`src/rtl/player_input_conditioner.sv`:
```
// Synchronises and debounces the four player-1 buttons, captures attack presses, and publishes exclusive commands on the game tick.
// Latency: 2 sync + DEBOUNCE_CYCLES clk to stable, then outputs update on the first i_tick at or after it; held until the next i_tick.
// Backpressure: none; extra attack presses within one tick period collapse into one and raise the sticky o_dropped flag.
module player_input_conditioner #(
    parameter int DEBOUNCE_CYCLES = 500_000,
    parameter int CNT_WIDTH       = 20
) (
    input  logic clk,
    input  logic reset,
    input  logic i_tick,
    input  logic i_btn_left,
    input  logic i_btn_right,
    input  logic i_btn_attack,
    input  logic i_btn_dir_attack,
    output logic o_left,
    output logic o_right,
    output logic o_attack,
    output logic o_dir_attack,
    output logic o_dropped
);

    localparam logic [CNT_WIDTH-1:0] CNT_LAST = CNT_WIDTH'(DEBOUNCE_CYCLES - 1);
    localparam int CH_LEFT  = 0;
    localparam int CH_RIGHT = 1;
    localparam int CH_ATK   = 2;
    localparam int CH_DIR   = 3;

    logic [3:0] raw;
    logic [3:0] sync_meta;
    logic [3:0] sync;
    logic [3:0] stable;
    logic [3:0] stable_d;
    logic [3:0] rise;
    logic       pend_atk;
    logic       pend_dir;
    logic       atk_any;
    logic       dir_any;

    assign raw = {i_btn_dir_attack, i_btn_attack, i_btn_right, i_btn_left};

    always_ff @(posedge clk or posedge reset) begin
        if (reset) begin
            sync_meta <= '0;
            sync      <= '0;
            stable_d  <= '0;
        end else begin
            sync_meta <= raw;
            sync      <= sync_meta;
            stable_d  <= stable;
        end
    end

    // Any cycle where sync matches the accepted level restarts the count.
    for (genvar g = 0; g < 4; g++) begin : g_chan
        logic [CNT_WIDTH-1:0] cnt;
        logic                 stb;

        always_ff @(posedge clk or posedge reset) begin
            if (reset) begin
                cnt <= '0;
                stb <= 1'b0;
            end else if (sync[g] == stb) begin
                cnt <= '0;
            end else if (cnt == CNT_LAST) begin
                stb <= sync[g];
                cnt <= '0;
            end else begin
                cnt <= cnt + CNT_WIDTH'(1);
            end
        end

        assign stable[g] = stb;
    end

    assign rise    = stable & ~stable_d;
    assign atk_any = pend_atk | rise[CH_ATK];
    assign dir_any = pend_dir | rise[CH_DIR];

    always_ff @(posedge clk or posedge reset) begin
        if (reset) begin
            pend_atk     <= 1'b0;
            pend_dir     <= 1'b0;
            o_left       <= 1'b0;
            o_right      <= 1'b0;
            o_attack     <= 1'b0;
            o_dir_attack <= 1'b0;
            o_dropped    <= 1'b0;
        end else begin
            if ((rise[CH_ATK] & pend_atk) | (rise[CH_DIR] & pend_dir))
                o_dropped <= 1'b1;
            if (i_tick) begin
                // A rise in the tick cycle is consumed here, never re-pended.
                o_left       <= stable[CH_LEFT] & ~stable[CH_RIGHT] & ~(atk_any | dir_any);
                o_right      <= stable[CH_RIGHT] & ~stable[CH_LEFT] & ~(atk_any | dir_any);
                o_dir_attack <= dir_any;
                o_attack     <= atk_any & ~dir_any;
                pend_atk     <= 1'b0;
                pend_dir     <= 1'b0;
                if (atk_any & dir_any)
                    o_dropped <= 1'b1;
            end else begin
                pend_atk <= atk_any;
                pend_dir <= dir_any;
            end
        end
    end

endmodule

```
`config.mk`:
```
export PLATFORM = sky130hd
export DESIGN_NAME = player_input_conditioner
export DESIGN_NICKNAME = d
export VERILOG_FILES = /design/src/rtl/player_input_conditioner.sv
export SDC_FILE = /design/constraint.sdc
export NUM_CORES = 1
export LEC_CHECK = 0
export CAP_MARGIN = 20
export CELL_PAD_IN_SITES_DETAIL_PLACEMENT = 0
export CELL_PAD_IN_SITES_GLOBAL_PLACEMENT = 1
export CORE_UTILIZATION = 35
export CTS_CLUSTER_DIAMETER = 40
export DETAILED_ROUTE_END_ITERATION = 16
export PLACE_DENSITY = 0.72
export SYNTH_ARGS = -nofsm -noshare
export SYNTH_HDL_FRONTEND = slang
export SYNTH_SLANG_ARGS = --single-unit
```
`constraint.sdc`:
```
create_clock -name clk -period 3.5 [get_ports clk]
set_input_delay 0.525 -clock clk [delete_from_list [all_inputs] [get_ports clk]]
set_output_delay 0.525 -clock clk [all_outputs]
set_load 0.1 [all_outputs]
```
==> results.toml <==
[synthesis]
ys_warn_count = 0
synth_cell_type_count = 41
synth_area_leaders = "dfrtp_1, xnor2_1, nor2_1"
netlist_instances = 473
synth_top_area_frac = 0.522
yosys.area.top_type = "dfrtp_1"
yosysSeqAreaShare = 0.522
ys_seq_elements = 101
syn_avg_cell_area_um2 = 10.2
synth.cell_area_um2 = 4840
syn-num-nets = 484

[die]
fp.coreArea_um2 = 13300
io_pins = 12
dieArea_um2 = 14300
initial_utilization = 0.363
chipHeight_um = 120
die_w_um = 120
rows = 42

[grt]
antenna_found_initial = 0
grt_max_degree = 79
grt_pass1_vias = 3535
grt_pass1_wl_um = 16700
gr-usage-all-layers = 0.149
grt-ovfl-total = 0

[cts]
htreeDepth = 3
cts-root-buf = "clkbuf_16"
cts_tree = "yes"
ctsResizeCount = 0
post-cts-setup-buffer-count = 0
clk_latency_ns = 0.35
clock_sinks = 101
postCtsHoldBufs = 0
cts_max_path_buffers = 2
path_clk_slew_ns = 0.07
cts_made_buffers = 9

[setup_path]
critPathMaxStageDelay_ns = 0.58
r2r_start = "g_chan[0].cnt[0]"
crit_chain = "ha_1, nand4_4, or4_1, o21ai_1, buf_4, nor2_1"
path_max_fanout = 11
crit_type = "reg2reg"
required_ns = 3.74
slowest_stage = "or4_1"
cp.buffers_inverters = 1
critPathArrivalTime_ns = 2.74
rrSetupSlack_ns = 1.00
cp-startpoint = "g_chan[0].cnt[0]"
end_kind = "register"
critPathTopFamily = "simple AND/OR/NAND/NOR gates"
endpoint = "g_chan[0].cnt[5]"
cp_num_cells = 6
reg2reg_depth = 6
start_kind = "register"
reg2reg_to = "g_chan[0].cnt[5]"

[timing]
worst_slew_pin_slew_ns = 0.978
holdWs_ns = 0.354
slew_viol_final = 0
clock_skew_ns = 0.00457
fin_tns_setup_ns = 0
fin_crit_ns = 2.50
hold_violations = 0
finalCritPeriodShare = 0.713
clock.fmax_mhz = 401
slew_headroom = 0.346
finalSetupViolCount = 0
rsz0062_at_grt = "false"

[hold_path]
hold_class = "reg2reg"

[route]
drt-total-wl_um = 9370
drtIter0Drc = 170
drcViolationCount = 0
vias = 3436
wl_per_cell_um = 14.0
ant_nets = 0
drt_first_pass_iters = 4
via_per_inst = 5.14

[placed_design]
dp_hpwl_um = 6360
io_buffer_count = 11
gp_congestion = 0.811
dp_cells = 653

[final_layout]
drive_gt1_frac = 0.0751
n_antenna_cell = 0
fin_cells = 669
area.growth.synth_to_final_pct = 13.0
finalNetCount = 499
fillers = 1341

[power]
vdd_drop_max_uv = 299
leakage_nw = 2.19
power_mw = 2.39
powerDensity_nw_per_um2 = 437

[outcome]
status = "completed"

[run]
cap_violations = 0
## metal layers
metal  global-route usage  wire (um)  vias to the layer above  part of all wire
met5                    0          0                        -                 0
met4               0.0484         79                        0            0.0084
met3               0.0480        298                        4             0.032
met2                0.242       4500                       36              0.48
met1                0.187       4490                     1691              0.48
li1                     -          -                     1705                 -
## where the power goes
part	total, mW	leakage, nW	switching [mW]	internal, mW
logic	0.0885	0.664	0.0615	0.0270
registers	1.20	1.38	0.0185	1.18
clock network	1.10	0.155	0.465	0.637
total	2.39	2.19	0.545	1.85
## how the worst min path moves through the flow
stage                             from      end  slack, ns  cells after the start
after detailed placement  sync_meta[2]  sync[2]       0.34                      0
after global placement    sync_meta[0]  sync[0]       0.34                      0
final                     sync_meta[2]  sync[2]       0.35                      0
after floorplan           sync_meta[0]  sync[0]       0.33                      0
after CTS                 sync_meta[2]  sync[2]       0.36                      0
after global routing      sync_meta[3]  sync[3]       0.37                      0
## sequential cells by signal, summed over array words and instances (netlist names)
name and flops:
g_chan.cnt 80, g_chan.stb 4, sync 4, sync_meta 4, stable_d 2, o_attack 1, o_dir_attack 1, o_dropped 1
o_left 1, o_right 1, pend_atk 1, pend_dir 1
## logic make-up (layout without fill, tap and decap cells)
logic type	Yosys count	count (layout)	synth area share
adders and majority gates	4	4	0.0103
and+or+nand+nor	233	233	0.258
xor gates and xnor gates	63	63	0.114
buffers and inverters	30	50	0.0284
AOI/OAI and AO/OA	36	36	0.0545
DFF	101	101	0.522
muxes	6	6	0.0134
## layout by cell type (no fill, tap or decap), drive strengths merged, types with 3 or more instances in the layout
master	netlist	layout
nor2	83	83
or2	3	3
nand2	18	18
or4	10	10
dfrtp	101	101
and3	4	4
nand3b	3	3
o21ai	7	7
clkdlybuf4s50	0	11
nor3	11	11
nand3	28	28
nand4	33	33
or3	8	8
xor2	21	21
inv	21	24
mux2	4	4
a21oi	16	16
nor4	23	23
clkbuf	3	9
o31ai	7	7
xnor2	42	42
ha	4	4
## worst reg2reg max path, delay by kind of cell, from the launching register on
family | cells | cell delay, ns
AOI/OAI and AO/OA | 1 | 0.56
adders and majority gates | 1 | 0.29
buffers and inverters | 1 | 0.30
DFF | 1 | 0.43
and+or+nand+nor | 3 | 0.81
## cells in the mapped netlist, drive strengths merged
library cell	n
nor2	83
xnor2	42
nand3b	3
nand2	18
mux2i	2
nand4	33
o31ai	7
and4	2
nand4bb	1
ha	4
or4	10
nor3	11
o22ai	2
inv	21
o41ai	2
xor2	21
nor4bb	2
or4b	1
nand3	28
a31oi	1
nor2b	2
and3	4
and2	1
mux2	4
buf	6
a31o	1
clkbuf	3
nor4	23
dfrtp	101
a21oi	16
or3	8
o21ai	7
or2	3
## area by class of cell
| cell class | count | area [um^2] | share of cell area |
|---|---|---|---|
| Clock buffer | 9 | 225 | 0.0411 |
| Clock inverter | 7 | 104 | 0.0190 |
| Inverter | 21 | 81.3 | 0.0149 |
| Multi-Input combinational cell | 342 | 2180 | 0.398 |
| Sequential cell | 101 | 2530 | 0.462 |
| Tap cell | 176 | 220 | 0.0402 |
| Timing Repair Buffer | 13 | 138 | 0.0251 |
## through the flow
| stage | area (um^2) | utilization | setup slack [ns] |
|---|---|---|---|
| after floorplan | 4840 | - | 0.328 |
| after global placement | 5150 | 0.386 | 1.08 |
| after detailed placement | 5150 | 0.386 | 0.974 |
| after CTS | 5480 | 0.410 | 0.972 |
| after global routing | 5480 | 0.410 | 0.807 |
| final | 5480 | 0.410 | 1.00 |
(Power assumes the default switching activity.)
==> RTL edit 1 (config.mk and constraints unchanged) <==
The parameter `CNT_WIDTH` goes from 20 to 40.
--- a/src/rtl/player_input_conditioner.sv
+++ b/src/rtl/player_input_conditioner.sv
@@ -5,3 +5,3 @@
     parameter int DEBOUNCE_CYCLES = 500_000,
-    parameter int CNT_WIDTH       = 20
+    parameter int CNT_WIDTH       = 40
 ) (
Behaviour: same outputs for any inputs over 10 cycles, from zero or initial values and one cycle with reset high; that may be too few to reach the edited logic, so the function may still have changed.
==> RTL edit 1 against the unedited design <==
Worst setup slack worse by 0.097 ns; power increased by 77%; sequential cell count up 80; final area increased by 83%; synthesized area is 85% higher; hold slack worse by 0.0030 ns; register-to-register slack improved by 0.09 ns; wire length grew 91%.
==> RTL edit 1: results (changes against the unedited design) <==
<table>
<tr><th>Metric</th><th>Value</th></tr>
<tr><th colspan="2">Outcome</th></tr>
<tr><td>Status</td><td>completed (unchanged)</td></tr>
<tr><th colspan="2">Cells and area</th></tr>
<tr><td>Number of inserted filler cells in the final layout</td><td>2,523 (was 1,341)</td></tr>
<tr><th colspan="2">Worst setup path</th></tr>
<tr><td>Family with the most delay on the worst path</td><td>buffers and inverters (was simple AND/OR/NAND/NOR gates)</td></tr>
<tr><td>Slowest cell on crit path</td><td>clkdlybuf4s50_1 (was or4_1)</td></tr>
<tr><td>Data arrival time of the critical path</td><td>2.07 ns (was 2.74 ns)</td></tr>
<tr><th colspan="2">Drt</th></tr>
<tr><td>Routed wire length</td><td>17,880 µm (was 9371 µm)</td></tr>
<tr><td>DR iter-0 viols</td><td>313 (was 170)</td></tr>
<tr><td>Metal2 WL</td><td>8045 µm (was 4500 µm)</td></tr>
<tr><td>DR pass1 iterations</td><td>6 (was 4)</td></tr>
<tr><td>Routed length on met1</td><td>9331 µm (was 4493 µm)</td></tr>
<tr><th colspan="2">Power</th></tr>
<tr><td>Pwr dens</td><td>421.0 nW/µm² (was 436.8 nW/µm²)</td></tr>
<tr><td>Worst IR drop on VDD</td><td>0.3015 mV (was 0.2987 mV)</td></tr>
<tr><td>Power share of the clock group</td><td>0.468 (was 0.461)</td></tr>
<tr><td>Leakage power figure</td><td>0.004178 µW (was 0.002194 µW)</td></tr>
<tr><th colspan="2">GRT</th></tr>
<tr><td>Grt met3 use</td><td>0.03064 (was 0.04800)</td></tr>
<tr><td>Number of global-route vias before repair</td><td>6,244 (was 3,535)</td></tr>
<tr><td>Met1 GRT Util</td><td>0.2084 (was 0.1872)</td></tr>
<tr><td>Maximum number of pins on one net before global-route repair</td><td>66 (was 79)</td></tr>
<tr><td>Met2 track utilization from global routing</td><td>0.2210 (was 0.2417)</td></tr>
<tr><td>All-Layer GR Usage</td><td>0.1444 (was 0.1489)</td></tr>
<tr><th colspan="2">Clock network</th></tr>
<tr><td>Number of clock buffers inserted by TritonCTS</td><td>17 (was 9)</td></tr>
<tr><td>CTS H-tree lvls</td><td>4 (was 3)</td></tr>
<tr><th colspan="2">Synth</th></tr>
<tr><td>Number of synthesized register bits</td><td>181 (was 101)</td></tr>
<tr><td>Most used standard cells in the synthesized netlist</td><td>nor2_1, dfrtp_1, xor2_1 (was dfrtp_1, nor2_1, xnor2_1)</td></tr>
<tr><th colspan="2">Placement</th></tr>
<tr><td>Post-Place Setup Slack</td><td>1.115 ns (was 0.9745 ns)</td></tr>
<tr><td>Routability congestion estimate</td><td>0.7695 (was 0.8105)</td></tr>
<tr><th colspan="2">STA</th></tr>
<tr><td>Worst-case headroom to the max-slew limit</td><td>0.3491 (was 0.3461)</td></tr>
<tr><td>Final setup skew</td><td>0.01447 ns (was 0.004566 ns)</td></tr>
</table>
[RTL edit 1: changes by cell type after synthesis, sizes merged, moves of 19 or more]
cell   change
and3      +19
dfrtp     +80
nand2     +25
nand3     +45
nand4     +39
nor2     +104
nor4      +22
xor2      +80
[RTL edit 1: final cells by class]
class                      instances  area, µm²  area share
sequential                       181       4529      0.4510
multi-input combinational        690       4200      0.4182
clock buffer                      19      442.9     0.04410
tap                              330      412.9     0.04111
timing repair buffer              25      227.7     0.02267
clock inverter                    13      162.7     0.01620
inverter                          17      67.56    0.006727
[RTL edit 1: cell families (layout without fill, tap and decap cells)]
kind of cell,after synthesis,count (layout),synth area share
buffers and inverters,53,74,0.02707
flip-flops,181,181,0.5052
AO/OA/AOI/OAI,17,17,0.01074
AND/OR/NAND/NOR,514,514,0.2988
multiplexers,4,4,0.005023
adder cells (fa/ha/maj),5,5,0.006699
XOR/XNOR,150,150,0.1465
[RTL edit 1: final timing paths]
check                                       start                 to  slack (ns)
worst max-delay path                    o_dropped          o_dropped        0.91
worst min-delay path                 sync_meta[0]            sync[0]        0.35
worst max register to register  g_chan[0].cnt[31]   g_chan[0].cnt[8]        1.09
worst min register to register       sync_meta[0]            sync[0]        0.35
max in group asynchronous                   reset  g_chan[1].cnt[34]        2.13
min in group asynchronous                   reset  g_chan[2].cnt[36]        0.49
[RTL edit 1: power by group through the flow]
| stage | Sequential (µW) | Combinational, µW | Clock, µW |
|---|---|---|---|
| after detailed placement | 2170 | 130 | 0 |
| final | 2130 | 124 | 1980 |
| after global placement | 2170 | 130 | 0 |
| after CTS | 2120 | 130 | 2040 |
| after floorplan | 2170 | 84.4 | 0 |
| after global routing | 2130 | 144 | 2130 |
==> RTL edit 2 (same settings) <==
Without the edit above. Reset style: synchronous (`reset`), changed in 3 clocked blocks.
--- a/src/rtl/player_input_conditioner.sv
+++ b/src/rtl/player_input_conditioner.sv
@@ -40,3 +40,3 @@
 
-    always_ff @(posedge clk or posedge reset) begin
+    always_ff @(posedge clk) begin
         if (reset) begin
@@ -57,3 +57,3 @@
 
-        always_ff @(posedge clk or posedge reset) begin
+        always_ff @(posedge clk) begin
             if (reset) begin
@@ -78,3 +78,3 @@
 
-    always_ff @(posedge clk or posedge reset) begin
+    always_ff @(posedge clk) begin
         if (reset) begin
Check against the original RTL: no difference found for any inputs over 10 cycles, from zero or initial values and one cycle with reset high; that may be too few to reach the edited logic, so the function may still have changed.
==> RTL edit 2 against the unedited design <==
Wire length is 11% lower; final area fell by 8.4%; synthesized area shrank 10%; first-iteration DRC count decreased by 10%; critical endpoint is now o_dropped; critical path type is now reg2out; sequential cell count is the same; worst setup slack improved by 0.097 ns; sequential share of layout area shrank 5.8 points; hold slack improved by 0.080 ns.
Power is not compared: it rests on default switching activity, and its combinational part moved more than twofold at a synthesized area within 25%.
==> RTL edit 2: results (changes against the unedited design) <==
<table>
<tr><th>Metric</th><th>Value</th></tr>
<tr><th colspan="2">Outcome</th></tr>
<tr><td>Status</td><td>completed (unchanged)</td></tr>
<tr><th colspan="2">Synth</th></tr>
<tr><td>Most used standard cells in the synthesized netlist</td><td>dfxtp_1, nor2_1, xnor2_1 (was dfrtp_1, nor2_1, xnor2_1)</td></tr>
<tr><td>Async S/R FF share, synth</td><td>0 (was 1.000)</td></tr>
<tr><td>Sequential-to-total area share from yosys stat</td><td>0.4638 (was 0.5217)</td></tr>
<tr><td>Gate count of the mapped netlist</td><td>496 (was 473)</td></tr>
<tr><td>Area contributors post-synth</td><td>dfxtp_1, xnor2_1, nor2_1, xor2_1, nand4_1 (was dfrtp_1, xnor2_1, nor2_1, xor2_1, nand4_1)</td></tr>
<tr><th colspan="2">Worst setup path</th></tr>
<tr><td>Family with the most delay on the worst path</td><td>buffers and inverters (was simple AND/OR/NAND/NOR gates)</td></tr>
<tr><td>Capture point of the worst reg-to-reg path</td><td>g_chan[0].cnt[13] (was g_chan[0].cnt[5])</td></tr>
<tr><td>Worst r2r src</td><td>g_chan[0].cnt[0] (unchanged)</td></tr>
<tr><td>Slowest cell on crit path</td><td>clkdlybuf4s50_1 (was or4_1)</td></tr>
<tr><td>Highest fanout seen on the critical path</td><td>2 (was 11)</td></tr>
<tr><th colspan="2">Worst hold path</th></tr>
<tr><td>Number of cells on the worst hold path</td><td>1 (was 0)</td></tr>
<tr><td>Hold Path Origin</td><td>sync_meta[3] (was sync_meta[2])</td></tr>
<tr><th colspan="2">Drt</th></tr>
<tr><td>Detailed-route via count</td><td>3,419 (was 3,436)</td></tr>
<tr><td>Routed wire length per instance</td><td>12.18 µm (was 14.01 µm)</td></tr>
<tr><th colspan="2">Placement</th></tr>
<tr><td>Routability congestion estimate</td><td>0.7693 (was 0.8105)</td></tr>
<tr><td>Total placed instance area</td><td>4664 µm² (was 5146 µm²)</td></tr>
<tr><td>HPWL after detailed placement</td><td>5748 µm (was 6364 µm)</td></tr>
<tr><td>Post-Place Setup Slack</td><td>1.239 ns (was 0.9745 ns)</td></tr>
<tr><th colspan="2">STA</th></tr>
<tr><td>Worst hold-check slack</td><td>0.4332 ns (was 0.3537 ns)</td></tr>
<tr><td>Tightest Pin Transition</td><td>0.9883 ns (was 0.9777 ns)</td></tr>
<tr><td>Final setup skew</td><td>0.008300 ns (was 0.004566 ns)</td></tr>
<tr><th colspan="2">Cells and area</th></tr>
<tr><td>Share of cells above drive strength 1</td><td>0.05631 (was 0.07505)</td></tr>
<tr><td>Count of placed standard cells in the final layout, fillers left out</td><td>683 (was 669)</td></tr>
<tr><th colspan="2">GRT</th></tr>
<tr><td>Wire length of the first global-routing pass</td><td>14,430 µm (was 16,680 µm)</td></tr>
<tr><td>All-Layer GR Usage</td><td>0.1401 (was 0.1489)</td></tr>
</table>
## RTL edit 2: area by class of cell
class	instances	area [µm²]	area share
clock inverters	6	110.1	0.02196
flip-flops and latches	101	2022	0.4033
multi-input cells	368	2232	0.4452
repair buffers	16	147.6	0.02945
clock buffers	10	239.0	0.04767
inverters	14	52.55	0.01048
well taps	168	210.2	0.04193
## RTL edit 2: layer usage
| metal | vias to the layer above | routed length (µm) | global-route usage |
|---|---|---|---|
| met1 | 1592 | 4014 | 0.1722 |
| met4 | 0 | 79 | 0.04211 |
| met3 | 9 | 325 | 0.04835 |
| met5 | - | 0 | 0 |
| li1 | 1773 | - | - |
| met2 | 45 | 3901 | 0.2309 |
## RTL edit 2: logic make-up (layout without fill, tap and decap cells)
kind of cell	after synthesis	count (layout)	share of synthesized area
and+or+nand+nor	257	257	0.3143
buffers and inverters	27	46	0.02411
AOI/OAI and AO/OA	42	42	0.05454
DFF	101	101	0.4638
adders and majority gates	4	4	0.01148
xor gates and xnor gates	62	62	0.1246
muxes	3	3	0.007176
